File: config.mk
export PLATFORM = sky130hd
export DESIGN_NAME = reset_request_gen_flat
export DESIGN_NICKNAME = d
export VERILOG_FILES = /design/src/rtl/reset_request_gen_if.sv /design/src/rtl/reset_request_gen.sv /design/src/flat_wrapper.sv
export SDC_FILE = /design/constraint.sdc
export NUM_CORES = 1
export LEC_CHECK = 0
export ABC_AREA = 0
export CAP_MARGIN = 20
export CORE_MARGIN = 2
export CORE_UTILIZATION = 65
export DETAILED_ROUTE_END_ITERATION = 16
export PLACE_DENSITY = 0.92
export SYNTH_ARGS = -nofsm -noshare
export SYNTH_HDL_FRONTEND = slang
export SYNTH_SLANG_ARGS = --single-unit
File: constraint.sdc
create_clock -name clk_i -period 5 [get_ports clk_i]
set_clock_uncertainty 0.15 [all_clocks]
set_input_delay 0.5 -clock clk_i [delete_from_list [all_inputs] [get_ports clk_i]]
set_output_delay 0.5 -clock clk_i [all_outputs]
set_load 0.02 [all_outputs]
File: src/rtl/reset_request_gen_if.sv
// Board-side signals of the reset request generator: push button and DCM lock in, DCM reset,
// reset request and fault out. Optional status outputs exist only when RSTGEN_STATUS_EN is defined.
interface reset_request_gen_if;
    logic       btn_n_i;
    logic       dcm_locked;
    logic       dcm_rst_o;
    logic       resetn_o;
    logic       fail_o;
`ifdef RSTGEN_STATUS_EN
    logic [2:0] state_o;
    logic [7:0] lock_loss_cnt_o;

    modport master (
        input  btn_n_i,
        input  dcm_locked,
        output dcm_rst_o,
        output resetn_o,
        output fail_o,
        output state_o,
        output lock_loss_cnt_o
    );

    modport slave (
        output btn_n_i,
        output dcm_locked,
        input  dcm_rst_o,
        input  resetn_o,
        input  fail_o,
        input  state_o,
        input  lock_loss_cnt_o
    );
`else
    modport master (
        input  btn_n_i,
        input  dcm_locked,
        output dcm_rst_o,
        output resetn_o,
        output fail_o
    );

    modport slave (
        output btn_n_i,
        output dcm_locked,
        input  dcm_rst_o,
        input  resetn_o,
        input  fail_o
    );
`endif
endinterface

File: src/rtl/reset_request_gen.sv
// Board reset source: debounced button, DCM reset pulsing with lock retry/fault, stretched reset request.
// RSTGEN_STATUS_EN adds state_o and a saturating lock-loss counter.
module reset_request_gen #(
    parameter int DEBOUNCE_CYCLES = 120000,
    parameter int DCM_RST_CYCLES  = 4,
    parameter int LOCK_TIMEOUT    = 12000,
    parameter int HOLD_CYCLES     = 16,
    parameter int MAX_RETRIES     = 3
) (
    input logic               clk_i,
    input logic               rst_i,
    reset_request_gen_if.master bus
);
    localparam int DB_W    = (DEBOUNCE_CYCLES > 1) ? $clog2(DEBOUNCE_CYCLES) : 1;
    localparam int TMR_A   = (DCM_RST_CYCLES > LOCK_TIMEOUT) ? DCM_RST_CYCLES : LOCK_TIMEOUT;
    localparam int TMR_MAX = (TMR_A > HOLD_CYCLES) ? TMR_A : HOLD_CYCLES;
    localparam int TMR_W   = (TMR_MAX > 1) ? $clog2(TMR_MAX) : 1;
    localparam int RET_W   = $clog2(MAX_RETRIES + 1);

    typedef enum logic [2:0] {
        S_DCM_RST   = 3'd0,
        S_WAIT_LOCK = 3'd1,
        S_HOLD      = 3'd2,
        S_RUN       = 3'd3,
        S_FAIL      = 3'd4
    } state_t;

    state_t             state_q, state_d;
    logic [1:0]         btn_sync_q, btn_sync_d;
    logic [1:0]         lock_sync_q, lock_sync_d;
    logic               stable_q, stable_d;
    logic [DB_W-1:0]    db_cnt_q, db_cnt_d;
    logic [TMR_W-1:0]   tmr_q, tmr_d;
    logic [RET_W-1:0]   retries_q, retries_d;
    logic               dcm_rst_q, dcm_rst_d;
    logic               resetn_q, resetn_d;
    logic               fail_q, fail_d;
    logic               btn_s, lock_s, press, lock_loss;

    always_comb begin
        btn_sync_d  = {btn_sync_q[0], bus.btn_n_i};
        lock_sync_d = {lock_sync_q[0], bus.dcm_locked};
        btn_s       = btn_sync_q[1];
        lock_s      = lock_sync_q[1];

        // Counter only runs while the synced level disagrees with the accepted one.
        stable_d = stable_q;
        db_cnt_d = '0;
        press    = 1'b0;
        if (btn_s != stable_q) begin
            if (db_cnt_q == DB_W'(DEBOUNCE_CYCLES - 1)) begin
                stable_d = btn_s;
                press    = stable_q & ~btn_s;
            end else begin
                db_cnt_d = db_cnt_q + 1'b1;
            end
        end

        state_d   = state_q;
        tmr_d     = tmr_q;
        retries_d = retries_q;
        lock_loss = 1'b0;
        case (state_q)
            S_DCM_RST: begin
                if (tmr_q == TMR_W'(DCM_RST_CYCLES - 1)) begin
                    state_d = S_WAIT_LOCK;
                    tmr_d   = '0;
                end else begin
                    tmr_d = tmr_q + 1'b1;
                end
            end
            S_WAIT_LOCK: begin
                if (lock_s) begin
                    state_d = S_HOLD;
                    tmr_d   = '0;
                end else if (tmr_q == TMR_W'(LOCK_TIMEOUT - 1)) begin
                    retries_d = retries_q + 1'b1;
                    tmr_d     = '0;
                    state_d   = (int'(retries_q) + 1 == MAX_RETRIES) ? S_FAIL : S_DCM_RST;
                end else begin
                    tmr_d = tmr_q + 1'b1;
                end
            end
            S_HOLD: begin
                if (!lock_s) begin
                    state_d   = S_DCM_RST;
                    tmr_d     = '0;
                    lock_loss = 1'b1;
                end else if (press) begin
                    tmr_d = '0;
                end else if (tmr_q == TMR_W'(HOLD_CYCLES - 1)) begin
                    state_d   = S_RUN;
                    tmr_d     = '0;
                    retries_d = '0;
                end else begin
                    tmr_d = tmr_q + 1'b1;
                end
            end
            S_RUN: begin
                if (!lock_s) begin
                    state_d   = S_DCM_RST;
                    tmr_d     = '0;
                    retries_d = '0;
                    lock_loss = 1'b1;
                end else if (press) begin
                    state_d = S_HOLD;
                    tmr_d   = '0;
                end
            end
            S_FAIL: begin
                if (press) begin
                    state_d   = S_DCM_RST;
                    tmr_d     = '0;
                    retries_d = '0;
                end
            end
            default: begin
                state_d = S_DCM_RST;
                tmr_d   = '0;
            end
        endcase

        // Outputs registered from the next state so they change on the transition edge.
        dcm_rst_d = (state_d == S_DCM_RST);
        resetn_d  = (state_d == S_RUN);
        fail_d    = (state_d == S_FAIL);
    end

    always_ff @(posedge clk_i or posedge rst_i) begin
        if (rst_i) begin
            state_q     <= S_DCM_RST;
            btn_sync_q  <= 2'b11;
            lock_sync_q <= 2'b00;
            stable_q    <= 1'b1;
            db_cnt_q    <= '0;
            tmr_q       <= '0;
            retries_q   <= '0;
            dcm_rst_q   <= 1'b1;
            resetn_q    <= 1'b0;
            fail_q      <= 1'b0;
        end else begin
            state_q     <= state_d;
            btn_sync_q  <= btn_sync_d;
            lock_sync_q <= lock_sync_d;
            stable_q    <= stable_d;
            db_cnt_q    <= db_cnt_d;
            tmr_q       <= tmr_d;
            retries_q   <= retries_d;
            dcm_rst_q   <= dcm_rst_d;
            resetn_q    <= resetn_d;
            fail_q      <= fail_d;
        end
    end

    assign bus.dcm_rst_o = dcm_rst_q;
    assign bus.resetn_o  = resetn_q;
    assign bus.fail_o    = fail_q;

`ifdef RSTGEN_STATUS_EN
    logic [7:0] loss_cnt_q, loss_cnt_d;

    always_comb begin
        loss_cnt_d = loss_cnt_q;
        if (lock_loss && (loss_cnt_q != 8'hff)) begin
            loss_cnt_d = loss_cnt_q + 8'd1;
        end
    end

    always_ff @(posedge clk_i or posedge rst_i) begin
        if (rst_i) begin
            loss_cnt_q <= '0;
        end else begin
            loss_cnt_q <= loss_cnt_d;
        end
    end

    assign bus.state_o         = state_q;
    assign bus.lock_loss_cnt_o = loss_cnt_q;
`else
    logic unused_lock_loss;
    assign unused_lock_loss = lock_loss;
`endif
endmodule
File: src/flat_wrapper.sv
// flat-port wrapper written by rule: the top's interface ports become plain ports
module reset_request_gen_flat 
#(
    parameter int DEBOUNCE_CYCLES = 120000,
    parameter int DCM_RST_CYCLES  = 4,
    parameter int LOCK_TIMEOUT    = 12000,
    parameter int HOLD_CYCLES     = 16,
    parameter int MAX_RETRIES     = 3
)
  (clk_i, rst_i, bus_btn_n_i, bus_dcm_locked, bus_dcm_rst_o, bus_resetn_o, bus_fail_o);
  reset_request_gen_if bus_i ();
  input logic clk_i;
  input logic rst_i;
  input wire logic [$bits(bus_i.btn_n_i)-1:0] bus_btn_n_i;
  input wire logic [$bits(bus_i.dcm_locked)-1:0] bus_dcm_locked;
  output wire logic [$bits(bus_i.dcm_rst_o)-1:0] bus_dcm_rst_o;
  output wire logic [$bits(bus_i.resetn_o)-1:0] bus_resetn_o;
  output wire logic [$bits(bus_i.fail_o)-1:0] bus_fail_o;
  assign bus_i.btn_n_i = bus_btn_n_i;
  assign bus_i.dcm_locked = bus_dcm_locked;
  assign bus_dcm_rst_o = bus_i.dcm_rst_o;
  assign bus_resetn_o = bus_i.resetn_o;
  assign bus_fail_o = bus_i.fail_o;
  reset_request_gen #(.DEBOUNCE_CYCLES(DEBOUNCE_CYCLES), .DCM_RST_CYCLES(DCM_RST_CYCLES), .LOCK_TIMEOUT(LOCK_TIMEOUT), .HOLD_CYCLES(HOLD_CYCLES), .MAX_RETRIES(MAX_RETRIES)) u_core (.clk_i(clk_i), .rst_i(rst_i), .bus(bus_i));
endmodule
==> results by group <==
Status
  • Outcome: finished clean

Synth
  • Syn_nets: 260
  • Syn. warnings: 0
  • Post-synthesis sequential area ratio: 0.473
  • Post-Syn Area: 2340 um^2
  • Main flop type after synthesis: dfrtp_1
  • Mapped Avg Cell Area: 9.28 um^2
  • #FFs+latches synth: 44
  • EDFF count, synth: 0
  • Fraction of registers with async set/reset: 1.00
  • Syn Inst Count: 252
  • Synth unique cells: 49

STA
  • Fin crit share: 0.524
  • Unrepaired setup endpoints after global routing: false
  • Worst Max-Slew Pin Slew: 804 ps
  • Final Hold Violating Endpoints: 0
  • Final min period: 2620 ps
  • Setup WS post-layout: 2380 ps
  • Pins Over Slew Limit: 0
  • Fin Setup TNS: 0 ps
  • Slew HR: 0.459
  • Max Fclk: 382 MHz
  • Finish-stage setup viols: 0

Final layout
  • Register area: 1110 um^2
  • Antenna Cells: 0
  • P&R area growth vs syn: 7.01%
  • Area of the multi-input gates: 1160 um^2
  • Commonest non-fill, non-tap cell in the layout: dfrtp_1
  • Post-layout nets: 268
  • Share of layout cells above drive strength 1: 0.0805
  • Commonest non-fill, non-tap cells in the layout: 40 x dfrtp_1, 32 x nand2_1, 28 x nor2_1
  • Fillers: 249

CTS
  • PostCTS Resize Cnt: 0
  • H-Tree Depth: 2
  • Postcts setup bufs: 0
  • Worst skew pair latency: 370 ps
  • Hold Buf Count CTS: 0
  • CTS root buffer: clkbuf_4
  • Clock Sink Count: 44
  • CTS Buf Count: 5
  • CTS clk-pin slew, worst paths: 120 ps
  • Deepest clock path buffer count: 2
  • CTS tree: yes

Route
  • Post-detailed-route wirelength per cell: 14.7 um
  • Vias after detailed routing: 1862
  • DR vias/cell: 6.07
  • Final wirelength: 4530 um
  • ANT nets after route: 0
  • DR DRC count: 0
  • Initial DRC Count: 190
  • DR pass1 iterations: 4

Worst setup path
  • Worst endpoint required time: 5120 ps
  • Worst R2R Setup Slack: 2380 ps
  • Critical-path cell list: or4b_1 > or4_4 > o211a_4 > or2_1 > mux2_2
  • R2R Path End: u_core.tmr_q[0]$_DFF_PP0_
  • Slowest cell on the critical path: or4_4
  • Setup CP Type: reg2reg
  • CP endpoint kind: flip-flop
  • R2r startpoint: u_core.db_cnt_q[11]$_DFF_PP0_
  • Largest stage delay, worst path: 550 ps
  • Data arrival, critical path: 2730 ps
  • Worst R2R Path Depth: 5
  • Max FO, Critical Path: 14
  • Crit path launch type: flip-flop

Hold path
  • Hold depth: 0
  • Min-Delay Path Class: reg2reg
  • HP Start: u_core.btn_sync_q[0]$_DFF_PP1_
  • WHS Endpoint: u_core.btn_sync_q[1]$_DFF_PP1_

Global route
  • All-Layer GR Usage: 0.259
  • Largest net degree at the start of global routing: 45
  • First-pass GRT wire length: 8090 um
  • Vias in the first global route: 1845
  • Initial antenna violation count: 0
  • Overflow left after global routing: 0

Placed design
  • Post-place setup slack: 2410 ps
  • RePlAce Congestion: 0.844
  • I/O Buffers: 6
  • DP HPWL: 3150 um

Die
  • # rows: 21
  • Die area: 4090 um^2
  • Initial Utilization: 0.690
  • Die height: 64.0 um
  • Die Width: 64.0 um
  • Ports: 7
  • Core area: 3390 um^2

Pwr
  • Worst ir drop on vdd: 0.000257 V
  • Leakage: 0.00113 uW
  • Power density cells: 327 nW/um^2

Run
  • MaxCap Viol Count: 0
## flip-flops by register name (all words and copies together) (netlist names)
name,flops
u_core.bus.fail_o,1
u_core.state_q,3
u_core.retries_q,2
u_core.db_cnt_q,17
u_core.bus.dcm_rst_o,1
u_core.stable_q,1
u_core.bus.resetn_o,1
u_core.lock_sync_q,2
u_core.tmr_q,14
u_core.btn_sync_q,2
## final cells by class
class,instances,area share
flip-flops and latches,44,0.442
multi-input cells,189,0.463
well taps,46,0.0230
inverters,12,0.0180
clock buffers,8,0.0235
repair buffers,8,0.0300
## cell usage after synthesis, types with 2 or more instances
cell type	instances	area [um^2]
dfrtp_1	40	1000
nand2_1	32	120
nor2_1	28	105
inv_1	12	45.0
o22ai_1	11	68.8
nand3_1	9	45.0
and2_1	8	50.1
nand4_1	8	50.1
nor2b_1	8	50.1
xnor2_1	8	70.1
nor3_1	7	35.0
clkbuf_1	6	22.5
nor4_1	6	37.5
xor2_1	6	52.6
o21ai_0	5	25.0
and3_1	4	25.0
and4_1	4	35.0
dfstp_2	4	105
ha_1	4	50.1
a31oi_1	3	18.8
mux2_2	3	33.8
or2_2	3	18.8
a211oi_1	2	15.0
a21o_1	2	15.0
a22o_1	2	17.5
a22oi_1	2	15.0
nand2b_1	2	12.5
o21bai_1	2	15.0
## cell families (layout without fill, tap and decap cells)
logic type / count (synthesis) / after routing / synth area share
simple gates: 131 / 131 / 0.295
flops: 44 / 44 / 0.473
compound gates: 37 / 37 / 0.112
buf+inv: 19 / 28 / 0.0310
xor+xnor: 14 / 14 / 0.0524
fa+ha+maj: 4 / 4 / 0.0214
mux: 3 / 3 / 0.0144
## per-layer routing
| layer | vias to the layer above | wire length [um] | GRT usage |
|---|---|---|---|
| met5 | - | 0 | 0 |
| met4 | 0 | 86 | 0.114 |
| met3 | 10 | 176 | 0.0581 |
| met2 | 32 | 2160 | 0.404 |
| met1 | 909 | 2110 | 0.350 |
| li1 | 911 | - | - |
## critical path: cells and delay by family, from the launching register on
family          cells  cell delay [ps]
mux                 1              270
compound gates      1              310
simple gates        3             1330
flops               1              450
## how the worst max path moves through the flow
| stage | startpoint | end | slack, ps |
|---|---|---|---|
| detailed placement | u_core.db_cnt_q[11]$_DFF_PP0_ | u_core.tmr_q[0]$_DFF_PP0_ | 2410 |
| global placement | u_core.db_cnt_q[11]$_DFF_PP0_ | u_core.tmr_q[0]$_DFF_PP0_ | 2450 |
| CTS | u_core.db_cnt_q[11]$_DFF_PP0_ | u_core.tmr_q[0]$_DFF_PP0_ | 2390 |
| floorplan | u_core.db_cnt_q[11]$_DFF_PP0_ | u_core.tmr_q[0]$_DFF_PP0_ | 2570 |
| global route | u_core.db_cnt_q[0]$_DFF_PP0_ | u_core.retries_q[1]$_DFFE_PP0P_ | 2290 |
| finish | u_core.db_cnt_q[11]$_DFF_PP0_ | u_core.tmr_q[0]$_DFF_PP0_ | 2380 |
## power breakdown
group | total (uW) | internal [uW] | switching, uW
logic | 207 | 93.0 | 114
clock network | 180 | 69.5 | 110
registers | 431 | 395 | 35.8
total | 818 | 558 | 260
## through the flow
| step | cells | hold slack, ps | utilization | cell area [um^2] | power (uW) |
|---|---|---|---|---|---|
| floorplan | 252 | 181 | - | 2340 | 593 |
| global placement | 299 | 189 | 0.721 | 2440 | 631 |
| detailed placement | 299 | 190 | 0.721 | 2440 | 645 |
| CTS | 307 | 215 | 0.738 | 2500 | 823 |
| global route | 307 | 224 | 0.738 | 2500 | 872 |
| finish | 307 | 215 | 0.738 | 2500 | 818 |
Note: power is estimated with default switching activity, not from simulation.
